**src/rtl/arm_imm_encoder_pkg.sv**
```systemverilog
// Shared types and widths for the ARM rotated-immediate encoder slice.
// Defines the encoder FSM states and the {rotate_imm, immed_8} field geometry.
package arm_pkg;

  typedef enum logic [1:0] {
    IDLE   = 2'd0,
    SEARCH = 2'd1,
    DONE   = 2'd2
  } enc_state_t;

  localparam int ENC_W = 12;
  localparam int ROT_W = 4;
  localparam int IMM_W = 8;

  // Field layout consumed by the instruction builder: rotate_imm in the top nibble.
  function automatic logic [ENC_W-1:0] pack_enc(input logic [ROT_W-1:0] rot,
                                                input logic [IMM_W-1:0] imm);
    return {rot, imm};
  endfunction

endpackage

```
**src/rtl/arm_imm_encoder_if.sv**
```systemverilog
// Request/result bundle of the rotated-immediate encoder.
// master = requester (instruction builder / bench), slave = encoder.
interface arm_imm_encoder_if;
  import arm_pkg::*;

  logic             start;
  logic [31:0]      value;
  logic             busy;
  logic             done;
  logic             found;
  logic [ENC_W-1:0] enc;
  logic             inv;

  modport master (
    output start, value,
    input  busy, done, found, enc, inv
  );

  modport slave (
    input  start, value,
    output busy, done, found, enc, inv
  );

endinterface

```
**src/rtl/arm_imm_encoder_rol_even.sv**
```systemverilog
// Combinational rotate-left of a 32-bit word by an even amount 2*rot (0..30).
// Inverse of the shifter's ROR(immed_8, 2*rotate_imm) decode.
module rol_even
  import arm_pkg::*;
(
  input  logic [31:0]      din,
  input  logic [ROT_W-1:0] rot,
  output logic [31:0]      dout
);

  logic [5:0] amt;

  assign amt = {1'b0, rot, 1'b0};

  // A right shift by 32 (amt == 0) yields zero, so rot 0 passes din through unchanged.
  assign dout = (din << amt) | (din >> (6'd32 - amt));

endmodule

```
**src/rtl/arm_imm_encoder.sv**
```systemverilog
// Sequential ARM rotated-immediate encoder: tries one even rotation per cycle, lowest first.
// Optional macro ARM_IMM_ENC_INV_EN adds the inverted (MVN/BIC) candidate per rotation.
module arm_imm_encoder
  import arm_pkg::*;
#(
  parameter int ROT_LIMIT = 16
) (
  input  logic                clk,
  input  logic                reset,
  arm_imm_encoder_if.slave    bus
);

  localparam logic [ROT_W-1:0] ROT_LAST = ROT_W'(ROT_LIMIT - 1);

  enc_state_t       state_q, state_d;
  logic [ROT_W-1:0] rot_q;
  logic [31:0]      val_q;
  logic             found_q;
  logic [ENC_W-1:0] enc_q;
  logic             inv_q;

  logic [31:0]      cand;
  logic             hit;
  logic [IMM_W-1:0] hit_imm;
  logic             hit_inv;
  logic             last_rot;
  logic             busy;
  logic             done;

  rol_even u_rol (
    .din  (val_q),
    .rot  (rot_q),
    .dout (cand)
  );

`ifdef ARM_IMM_ENC_INV_EN
  logic [31:0] val_n;
  logic [31:0] candi;

  assign val_n = ~val_q;

  rol_even u_rol_inv (
    .din  (val_n),
    .rot  (rot_q),
    .dout (candi)
  );
`endif

  // NOTE: every variable written here gets a default first, so no path leaves it
  // unassigned and no latch is inferred.
  always_comb begin
    hit     = (cand[31:IMM_W] == '0);
    hit_imm = cand[IMM_W-1:0];
    hit_inv = 1'b0;
`ifdef ARM_IMM_ENC_INV_EN
    // Direct form wins at equal rotation; the inverted form only fills the gap.
    if (!hit && (candi[31:IMM_W] == '0)) begin
      hit     = 1'b1;
      hit_imm = candi[IMM_W-1:0];
      hit_inv = 1'b1;
    end
`endif
  end

  assign last_rot = (rot_q == ROT_LAST);

  // NOTE: sequential state uses non-blocking assignments so every register samples
  // pre-edge values regardless of statement order.
  always_ff @(posedge clk) begin
    if (reset) state_q <= IDLE;
    else       state_q <= state_d;
  end

  always_comb begin
    state_d = state_q;
    case (state_q)
      IDLE:    if (bus.start)         state_d = SEARCH;
      SEARCH:  if (hit || last_rot)   state_d = DONE;
      DONE:                           state_d = IDLE;
      default:                        state_d = IDLE;
    endcase
  end

  always_comb begin
    busy = (state_q == SEARCH);
    done = (state_q == DONE);
  end

  // Rotation counter, latched operand and result registers.
  always_ff @(posedge clk) begin
    if (reset) begin
      rot_q   <= '0;
      val_q   <= '0;
      found_q <= 1'b0;
      enc_q   <= '0;
      inv_q   <= 1'b0;
    end else begin
      case (state_q)
        IDLE: begin
          if (bus.start) begin
            val_q   <= bus.value;
            rot_q   <= '0;
            found_q <= 1'b0;
            enc_q   <= '0;
            inv_q   <= 1'b0;
          end
        end
        SEARCH: begin
          if (hit) begin
            found_q <= 1'b1;
            enc_q   <= pack_enc(rot_q, hit_imm);
            inv_q   <= hit_inv;
          end else if (!last_rot) begin
            rot_q   <= rot_q + 1'b1;
          end
        end
        default: ;
      endcase
    end
  end

  assign bus.busy  = busy;
  assign bus.done  = done;
  assign bus.found = found_q;
  assign bus.enc   = enc_q;
`ifdef ARM_IMM_ENC_INV_EN
  assign bus.inv   = inv_q;
`else
  assign bus.inv   = 1'b0;
`endif

endmodule

```
**src/flat_wrapper.sv**
```systemverilog
// flat-port wrapper written by rule: the top's interface ports become plain ports
module arm_imm_encoder_flat import arm_pkg::*;
#(
  parameter int ROT_LIMIT = 16
)
  (clk, reset, bus_start, bus_value, bus_busy, bus_done, bus_found, bus_enc, bus_inv);
  arm_imm_encoder_if bus_i ();
  input  logic clk;
  input  logic reset;
  input wire logic [$bits(bus_i.start)-1:0] bus_start;
  input wire logic [$bits(bus_i.value)-1:0] bus_value;
  output wire logic [$bits(bus_i.busy)-1:0] bus_busy;
  output wire logic [$bits(bus_i.done)-1:0] bus_done;
  output wire logic [$bits(bus_i.found)-1:0] bus_found;
  output wire logic [$bits(bus_i.enc)-1:0] bus_enc;
  output wire logic [$bits(bus_i.inv)-1:0] bus_inv;
  assign bus_i.start = bus_start;
  assign bus_i.value = bus_value;
  assign bus_busy = bus_i.busy;
  assign bus_done = bus_i.done;
  assign bus_found = bus_i.found;
  assign bus_enc = bus_i.enc;
  assign bus_inv = bus_i.inv;
  arm_imm_encoder #(.ROT_LIMIT(ROT_LIMIT)) u_core (.clk(clk), .reset(reset), .bus(bus_i));
endmodule
```
**config.mk**
```make
export PLATFORM = sky130hd
export DESIGN_NAME = arm_imm_encoder_flat
export DESIGN_NICKNAME = d
export VERILOG_FILES = /design/src/rtl/arm_imm_encoder_pkg.sv /design/src/rtl/arm_imm_encoder_if.sv /design/src/rtl/arm_imm_encoder_rol_even.sv /design/src/rtl/arm_imm_encoder.sv /design/src/flat_wrapper.sv
export SDC_FILE = /design/constraint.sdc
export NUM_CORES = 1
export LEC_CHECK = 0
export BUFFER_PORTS_ARGS = -buffer_cell sky130_fd_sc_hd__buf_2
export CORE_UTILIZATION = 59
export CTS_CLUSTER_DIAMETER = 200
export DETAILED_ROUTE_END_ITERATION = 7
export GPL_TIMING_DRIVEN = 1
export PLACE_DENSITY = 0.81
export SLEW_MARGIN = 20
export SYNTH_ARGS = -nofsm -noshare
export SYNTH_HDL_FRONTEND = slang
export SYNTH_SLANG_ARGS = --single-unit
```
**constraint.sdc**
```tcl
create_clock -name clk -period 5.4 [get_ports clk]
set_input_delay 0.27 -clock clk [delete_from_list [all_inputs] [get_ports clk]]
set_output_delay 0.27 -clock clk [all_outputs]
set_load 0.01 [all_outputs]
```
## Yosys cells after proc, flatten, opt, wreduce, memory -nomap -nowiden

Index checks and enable logic that the tools add are counted.

| cells by class | value |
|---|---|
| shift-type cells | 2 |
| equal/unequal tests | 8 |
| mux-type cells | 13 |
| bitwise gates (word level) | 1 |
| reduce and logical (&&, ||, !) cells | 8 |
| add/sub/neg operators | 2 |

Operators by type and width:

| operator | number |
|---|---|
| $or A32 B32 Y32 | 1 |
| $shl A32 B5 Y32 | 1 |
| $shr A32 B6 Y32 | 1 |
| $logic_not A24 Y1 | 1 |
| $mux W12 | 2 |
| $pmux W12 S2 | 1 |
| $mux W4 | 3 |
| $pmux W4 S2 | 1 |
| $ne A2 B2 Y1 const B | 3 |
| $sub A6 B5 Y6 const A | 1 |
| $add A4 B1 Y4 const B | 1 |
| $eq A4 B4 Y1 const B | 1 |
| $mux W2 | 2 |
| $ne A2 B1 Y1 const B | 2 |
| $pmux W2 S2 | 1 |
| $reduce_and A2 Y1 | 2 |
| $reduce_and A4 Y1 | 1 |
| $reduce_and A3 Y1 | 1 |
| $eq A2 B1 Y1 const B | 1 |
| $eq A2 B2 Y1 const B | 1 |
| $logic_not A2 Y1 | 1 |
| $mux W1 | 2 |
| $pmux W1 S2 | 1 |
| $reduce_bool A2 Y1 | 1 |
| $logic_or A1 B1 Y1 | 1 |

| storage, ports and cells | value |
|---|---|
| logic and storage cells | 39 |
| input port bits | 35 |
| flip-flop bits (word level) | 51 |
| output and inout bits | 16 |

## Logic depth before layout (Yosys ltp)

Gate-level depths: netlist of the first run.

| depth | value |
|---|---|
| depth after elaboration | 7 |
| depth in mapped cells | 18 |
| depth with buffers taken out | 10 |

## Modules after synthesis

From an unflattened synthesis of the first run, not the netlist that was laid out.

| unflattened totals | value |
|---|---|
| cells, all modules | 538 |
| area, all modules | 5,012.3 sq um |

By module, submodules not included:

| module | sequential area each (sq um) | times used | area each (sq um) | cells each |
|---|---|---|---|---|
| rol_even | 0.0 | 1 | 2,989.1 | 297 |
| arm_imm_encoder | 1,021.0 | 1 | 2,023.2 | 241 |

## Worst setup path before layout of the first run

OpenSTA, ideal clock, no wires.

| timing | value |
|---|---|
| kind | reg-to-reg |
| start point | reg u_core.rot_q[0] |
| end point | reg u_core.enc_q[6], in the netlist u_core.bus.enc[6] |
| arrival | 3.642 ns |
| stages on the path, launching flop included | 19 |
| buffers on the path | 8 |
| slack | 1.675 ns |
| library setup time | 0.083 ns |
| period minus slack after synthesis | 3.725 ns |
| data required time | 5.317 ns |
| cells stage by stage | dfxtp_1 buf_6 buf_8 buf_4 inv_1 ha_1 buf_4 buf_2 clkbuf_1 nand3b_1 o21ai_0 o41ai_2 a21oi_1 nor4_1 nand4_1 or2_0 buf_2 buf_6 o31ai_4 |

| on the way | value |
|---|---|
| longest elaborated chain between the ends | 6 |
| elaborated cells on any way between the ends | 9 |
| those cells by class | 1 x add/sub; 1 x eq/ne; 2 x shift; 2 x mux; 1 x bitwise; 2 x reduce/logical |

Ends and longest elaborated chain:

| element | line | text |
|---|---|---|
| from (decl) | arm_imm_encoder.sv:16 | `logic [ROT_W-1:0] rot_q;` |
| from (signal assigned) | arm_imm_encoder.sv:114 | `rot_q <= rot_q + 1'b1;` |
| $sub A6 B5 Y6 | arm_imm_encoder_rol_even.sv:16 | `assign dout = (din << amt) \| (din >> (6'd32 - amt));` |
| $shr A32 B6 Y32 | arm_imm_encoder_rol_even.sv:16 |  |
| $or A32 B32 Y32 * | arm_imm_encoder_rol_even.sv:16 |  |
| $logic_not A24 Y1 | arm_imm_encoder.sv:52 | `hit = (cand[31:IMM_W] == '0);` |
| $ne A2 B1 Y1 (no source line) | n/a |  |
| $reduce_and A3 Y1 (no source line) | n/a |  |
| to (signal assigned) | arm_imm_encoder.sv:111 | `enc_q <= pack_enc(rot_q, hit_imm);` |
| to (decl) | arm_imm_encoder.sv:19 | `logic [ENC_W-1:0] enc_q;` |

Every way passes the cells marked *; elsewhere a longest branch is shown, timed or not. The select of a mux whose other input is x is not followed.
A chain may end at the register's enable or synchronous reset.

## Worst setup path after layout of the first run

| timing | value |
|---|---|
| start point | reg u_core.rot_q[1] |
| end point | reg u_core.enc_q[0], in the netlist u_core.bus.enc[0] |

Same word-level chain as after synthesis.

==> flow_summary.json, run 1 <==
{
  "clk_path_buf_depth": 2,
  "worstPathRequired_ns": 5.62,
  "areaGrowthSynthToFinish_pct": 5.84,
  "route.final.wire_length_um": 10300,
  "drv_cap": 0,
  "syn_nets": 517,
  "cp-end-kind": "register",
  "drt_iter0_drc": 361,
  "cts_resized": 0,
  "yosys.area.top_type": "dfxtp_1",
  "timing.rr.start": "u_core.rot_q[1]",
  "syn_area_mm2": 0.00399,
  "n_antenna_cell": 0,
  "synth-async-reset-ratio": 0,
  "dp_slack_ns": 0.773,
  "fin_ws_ns": 0.881,
  "critPathKind": "register to register",
  "ir_drop_uv": 142,
  "wl_per_cell_um": 18.0,
  "cts_hold_buf": 0,
  "yosysSeqAreaShare": 0.256,
  "place_congestion": 0.960,
  "core_area_mm2": 0.00642,
  "p_leak_nw": 1.59,
  "clk_pin_slew_ns": 0.10,
  "drt_pass1_iterations": 6,
  "grt_max_degree": 79,
  "holdCritPathClass": "input pin to register",
  "slowest_stage": "ha_1",
  "die_x_um": 84.2,
  "grt_pass1_wl_um": 17300,
  "ys_seq_elements": 51,
  "hpwlAfterDp_um": 7290,
  "min_from": "bus_value[8]",
  "hold_depth": 3,
  "whs_ns": 0.189,
  "period_share": 0.837,
  "r2r_cells": 11,
  "grt_setup_unrepaired": "no",
  "post_drt_via_cell_ratio": 6.66,
  "die_h_um": 84.2,
  "yosys-top-cells-area": "dfxtp_1 (26%), mux4_2 (11%), nand2_1 (8.4%), mux2i_1 (7.5%), a21oi_1 (7.3%)",
  "violations": "DRC",
  "fin_crit_ns": 4.52,
  "clock-root-buffer": "clkbuf_8",
  "synth_cells": 480,
  "ys_warn_count": 0,
  "final_nets": 529,
  "antenna_found_initial": 0,
  "clock_skew_ns": 0.00716,
  "grtUsageTotal": 0.303,
  "ys.flop_type": "dfxtp_1",
  "postCtsSetupBuffers": 0,
  "synth-edff-count": 0,
  "avgSynthCellArea_um2": 8.30,
  "start_util": 0.621,
  "r2r_setup_slack_ns": 0.88,
  "holdPathEnd": "u_core.val_q[8]",
  "finalPower_mw": 1.08,
  "hold_violations": 0,
  "slew_violations": 0,
  "cts_buffers": 5,
  "path_cells": "inv_1, ha_1, buf_4, mux4_1, or4_1, o22ai_1, a21oi_1, nor4_1, nand4_1, or2_1, o31ai_1",
  "start_kind": "register",
  "status": "finished, violations left",
  "max_freq_mhz": 221,
  "worstPathArrival_ns": 4.74,
  "drive_gt1_frac": 0.185,
  "power.density_mw_per_mm2": 256,
  "ant_nets": 0,
  "r2r_end": "u_core.bus.enc[0]",
  "max_stage_delay_ns": 0.93,
  "htreeDepth": 2,
  "slew_headroom": 0.306,
  "setup_viol": 0,
  "cts.sinks": 51,
  "boundaryPins": 51,
  "netlist.area_leader.share": 0.256,
  "portBuffers": 49,
  "finalSetupTns_ns": 0,
  "max_slew.worst_pin.slew_ns": 1.04,
  "cts_tree": "done",
  "ys_types": 62,
  "clock_latency_ns": 0.30,
  "cp_max_fo": 30,
  "die-area_mm2": 0.00709,
  "grt_pass1_vias": 3435,
  "drcViolationCount": 4,
  "route.vias.total": 3795,
  "grt-ovfl-total": 0,
  "rows": 29
}
## critical path, delay by kind of cell (launching register included)
| kind | cells | cell delay (ns) |
|---|---|---|
| buffers and inverters | 2 | 0.50 |
| AO/OA/AOI/OAI | 3 | 0.54 |
| flip-flops | 1 | 0.35 |
| adder cells (fa/ha/maj) | 1 | 0.93 |
| multiplexers | 1 | 0.33 |
| AND/OR/NAND/NOR | 4 | 1.79 |
## area by class of cell
class                           count  area [µm²]
Timing Repair Buffer               54         283
Fill cell                         574        2200
Clock buffer                        7        86.3
Inverter                            5        18.8
Clock inverter                      1        8.76
Sequential cell                    51        1020
Tap cell                           77        96.3
Multi-Input combinational cell    375        2700
## placed cells by master (no fill, tap or decap), types with 8 or more instances in the layout
master / netlist / routed
mux4_2: 19 / 19
a21oi_1: 58 / 58
o21ai_0: 17 / 17
dfxtp_1: 51 / 50
nor3b_1: 13 / 13
buf_2: 11 / 49
o211ai_1: 8 / 8
mux2i_1: 30 / 30
nor3_1: 13 / 13
nor2_1: 23 / 23
nand2_1: 89 / 89
## worst max-delay path by stage
| stage | from | slack, ns | end | cells past startpoint |
|---|---|---|---|---|
| 3_3_place_gp | u_core.rot_q[1] | 0.94 | u_core.bus.enc[0] | 11 |
| 2_1_floorplan | u_core.rot_q[0] | 1.67 | u_core.bus.enc[6] | 18 |
| 3_5_place_dp | u_core.rot_q[1] | 0.77 | u_core.bus.enc[0] | 11 |
| 5_1_grt | u_core.rot_q[1] | 0.67 | u_core.bus.enc[0] | 11 |
| 6_report | u_core.rot_q[1] | 0.88 | u_core.bus.enc[0] | 11 |
| 4_1_cts | u_core.rot_q[1] | 0.75 | u_core.bus.enc[0] | 11 |
## cell usage after synthesis, types with 3 or more instances
library cell   n
nand2_1       89
a21oi_1       58
dfxtp_1       51
mux2i_1       30
clkbuf_1      24
nor2_1        23
mux4_2        19
o21ai_0       17
nor3_1        13
nor3b_1       13
buf_2         11
o211ai_1       8
buf_4          7
mux4_1         7
nand2b_1       7
nor4_1         7
o21bai_1       6
o22ai_1        6
a211oi_1       5
inv_1          5
nand3b_1       5
nor4b_1        5
buf_1          4
o31ai_1        4
or2_2          4
a31oi_1        3
or3_1          3
or4_1          3
## per-layer routing
| layer | part of all wire | track usage | up-vias |
|---|---|---|---|
| li1 | - | - | 1811 |
| met1 | 0.44 | 0.439 | 1774 |
| met2 | 0.46 | 0.469 | 183 |
| met3 | 0.081 | 0.0364 | 27 |
| met4 | 0.023 | 0.108 | 0 |
| met5 | 0 | 0 | - |
## registers in the layout, indices dropped and copies added (netlist names)
register          flops
u_core.bus.enc       12
u_core.bus.found      1
u_core.rot_q          4
u_core.state_q        2
u_core.val_q         32
## power breakdown
part	leakage, nW	internal [mW]	switching, mW	total, mW
sequential	0.417	0.397	0.0425	0.440
clock	0.0484	0.105	0.128	0.233
combinational	1.12	0.175	0.231	0.406
## stage by stage
step                cells  instance area [µm²]  utilization
finish                570                 4220        0.657
global route          570                 4220        0.657
CTS                   570                 4220        0.657
detailed placement    562                 4120        0.642
global placement      562                 4120        0.642
floorplan             480                 3990            -
## cell families after synthesis
family,Yosys count,share of synthesized area
flip-flops,51,0.256
other,1,0.000941
adder cells (fa/ha/maj),2,0.00628
multiplexers,57,0.232
AO/OA/AOI/OAI,129,0.205
buffers and inverters,54,0.0675
XOR/XNOR,2,0.00440
AND/OR/NAND/NOR,184,0.228
(Power assumes the default switching activity.)
==> inputs of run 2 (changes only) <==
CORE_UTILIZATION = 53   (was 59)
PLACE_DENSITY = 0.77   (was 0.81)
clock period = 4.15 ns   (was 5.4 ns; I/O delays follow)
==> flow_summary.json, run 2 (synthesis gave the netlist of run 1 again) <==
{
  "power.density_mw_per_mm2": 343,
  "boundaryPins": 51,
  "holdPathEnd": "u_core.val_q[27]",
  "post_drt_via_cell_ratio": 6.24,
  "core_area_mm2": 0.00725,
  "clock_latency_ns": 0.32,
  "rows": 31,
  "wl_per_cell_um": 17.6,
  "route.vias.total": 3727,
  "cts_tree": "done",
  "worstPathRequired_ns": 4.38,
  "final_nets": 534,
  "die-area_mm2": 0.00787,
  "min_from": "bus_value[27]",
  "cts_buffers": 5,
  "timing.rr.start": "u_core.rot_q[0]",
  "place_inst": 589,
  "worstPathArrival_ns": 4.11,
  "postCtsSetupBuffers": 0,
  "portBuffers": 49,
  "clock_skew_ns": 0.00964,
  "start_kind": "register",
  "clock-root-buffer": "clkbuf_8",
  "final_common_cell": "nand2_1",
  "setup_viol": 0,
  "largest_register_ffs": 32,
  "status": "finished, final reports clean",
  "drv_cap": 0,
  "die_x_um": 88.7,
  "ant_nets": 0,
  "grt_pass1_vias": 3337,
  "slew_headroom": 0.357,
  "path_cells": "inv_1, ha_1, buf_4, mux4_2, or4_1, o22ai_1, a21oi_1, nor4_1, nand4_1, or2_1, o31ai_1",
  "dp_slack_ns": 0.117,
  "hold_depth": 3,
  "drt_pass1_iterations": 5,
  "cts.sinks": 51,
  "grtUsageTotal": 0.283,
  "r2r_cells": 11,
  "grt-ovfl-total": 0,
  "largest_register": "u_core.val_q",
  "antenna_found_initial": 0,
  "stdcell_count": 597,
  "drive_gt1_frac": 0.197,
  "slew_violations": 0,
  "fin_ws_ns": 0.271,
  "cts_resized": 0,
  "whs_ns": 0.106,
  "grt_setup_unrepaired": "no",
  "die_h_um": 88.7,
  "grt_pass1_wl_um": 17000,
  "grt_max_degree": 79,
  "htreeDepth": 2,
  "fin_crit_ns": 3.88,
  "areaGrowthSynthToFinish_pct": 8.38,
  "start_util": 0.550,
  "max_slew.worst_pin.slew_ns": 0.964,
  "critical_path.startpoint": "u_core.rot_q[0]",
  "max_freq_mhz": 258,
  "ir_drop_uv": 158,
  "cp_max_fo": 18,
  "cp-end-kind": "register",
  "n_antenna_cell": 0,
  "final_cell_mix": "nand2_1 (88), a21oi_1 (58), dfxtp_1 (50), buf_2 (49), mux2i_1 (30)",
  "cts_hold_buf": 0,
  "p_leak_nw": 1.63,
  "drcViolationCount": 0,
  "critPathKind": "register to register",
  "route.final.wire_length_um": 10500,
  "place_congestion": 1.05,
  "finalSetupTns_ns": 0,
  "hold_violations": 0,
  "r2r_end": "u_core.bus.enc[7]",
  "hpwlAfterDp_um": 7430,
  "max_stage_delay_ns": 0.61,
  "clk_path_buf_depth": 2,
  "holdCritPathClass": "input pin to register",
  "drt_iter0_drc": 361,
  "clk_pin_slew_ns": 0.11,
  "r2r_setup_slack_ns": 0.27,
  "slowest_stage": "ha_1",
  "period_share": 0.935
}
[run 2: cell types whose count changed in the layout (fill, tap and decap cells not counted)]
cell | previous run | this run
buf_12 | 0 | 1
buf_4 | 5 | 9
bufinv_16 | 0 | 1
clkbuf_1 | 1 | 0
clkbuf_8 | 6 | 5
inv_6 | 0 | 1
nand2_1 | 89 | 88
nand2_2 | 0 | 1
[run 2: worst max-delay path by stage]
stage                                    to  cells past startpoint
after global placement    u_core.bus.enc[7]                     11
after global routing      u_core.bus.enc[7]                     11
after floorplan           u_core.bus.enc[6]                     18
final                     u_core.bus.enc[7]                     11
after detailed placement  u_core.bus.enc[7]                     11
after CTS                 u_core.bus.enc[7]                     11
[run 2: final cells by class]
type / count / area (µm²)
Fill cell: 691 / 2930
Multi-Input combinational cell: 375 / 2710
Clock buffer: 5 / 68.8
Clock inverter: 3 / 47.5
Timing Repair Buffer: 59 / 333
Tap cell: 99 / 124
Inverter: 5 / 18.8
Sequential cell: 51 / 1020
[run 2: metrics by stage]
step                      utilization  cell area (µm²)  power, mW
after floorplan                     -             3990      0.991
after global placement          0.579             4200       1.11
after detailed placement        0.579             4200       1.11
after CTS                       0.595             4320       1.47
after global routing            0.596             4320       1.56
final                           0.596             4320       1.48
[run 2: report_power, final]
part           total [mW]  leakage, nW  internal (mW)  switching [mW]
Clock               0.371       0.0587          0.183           0.188
Combinational       0.541         1.15          0.235           0.306
Sequential          0.571        0.417          0.517          0.0538
[run 2: critical path: cells and delay by family, from the launching register on]
family	cells	cell delay (ns)
AO/OA/AOI/OAI	3	0.55
adder cells (fa/ha/maj)	1	0.61
buffers and inverters	2	0.44
flip-flops	1	0.37
multiplexers	1	0.34
AND/OR/NAND/NOR	4	1.48
[run 2: layer usage]
layer	vias up	part of all wire	track usage	wire length [µm]
met1	1742	0.46	0.394	4820
met4	0	0.021	0.0894	222
met5	-	0	0	0
li1	1813	-	-	-
met2	152	0.47	0.459	4900
met3	20	0.054	0.0345	569
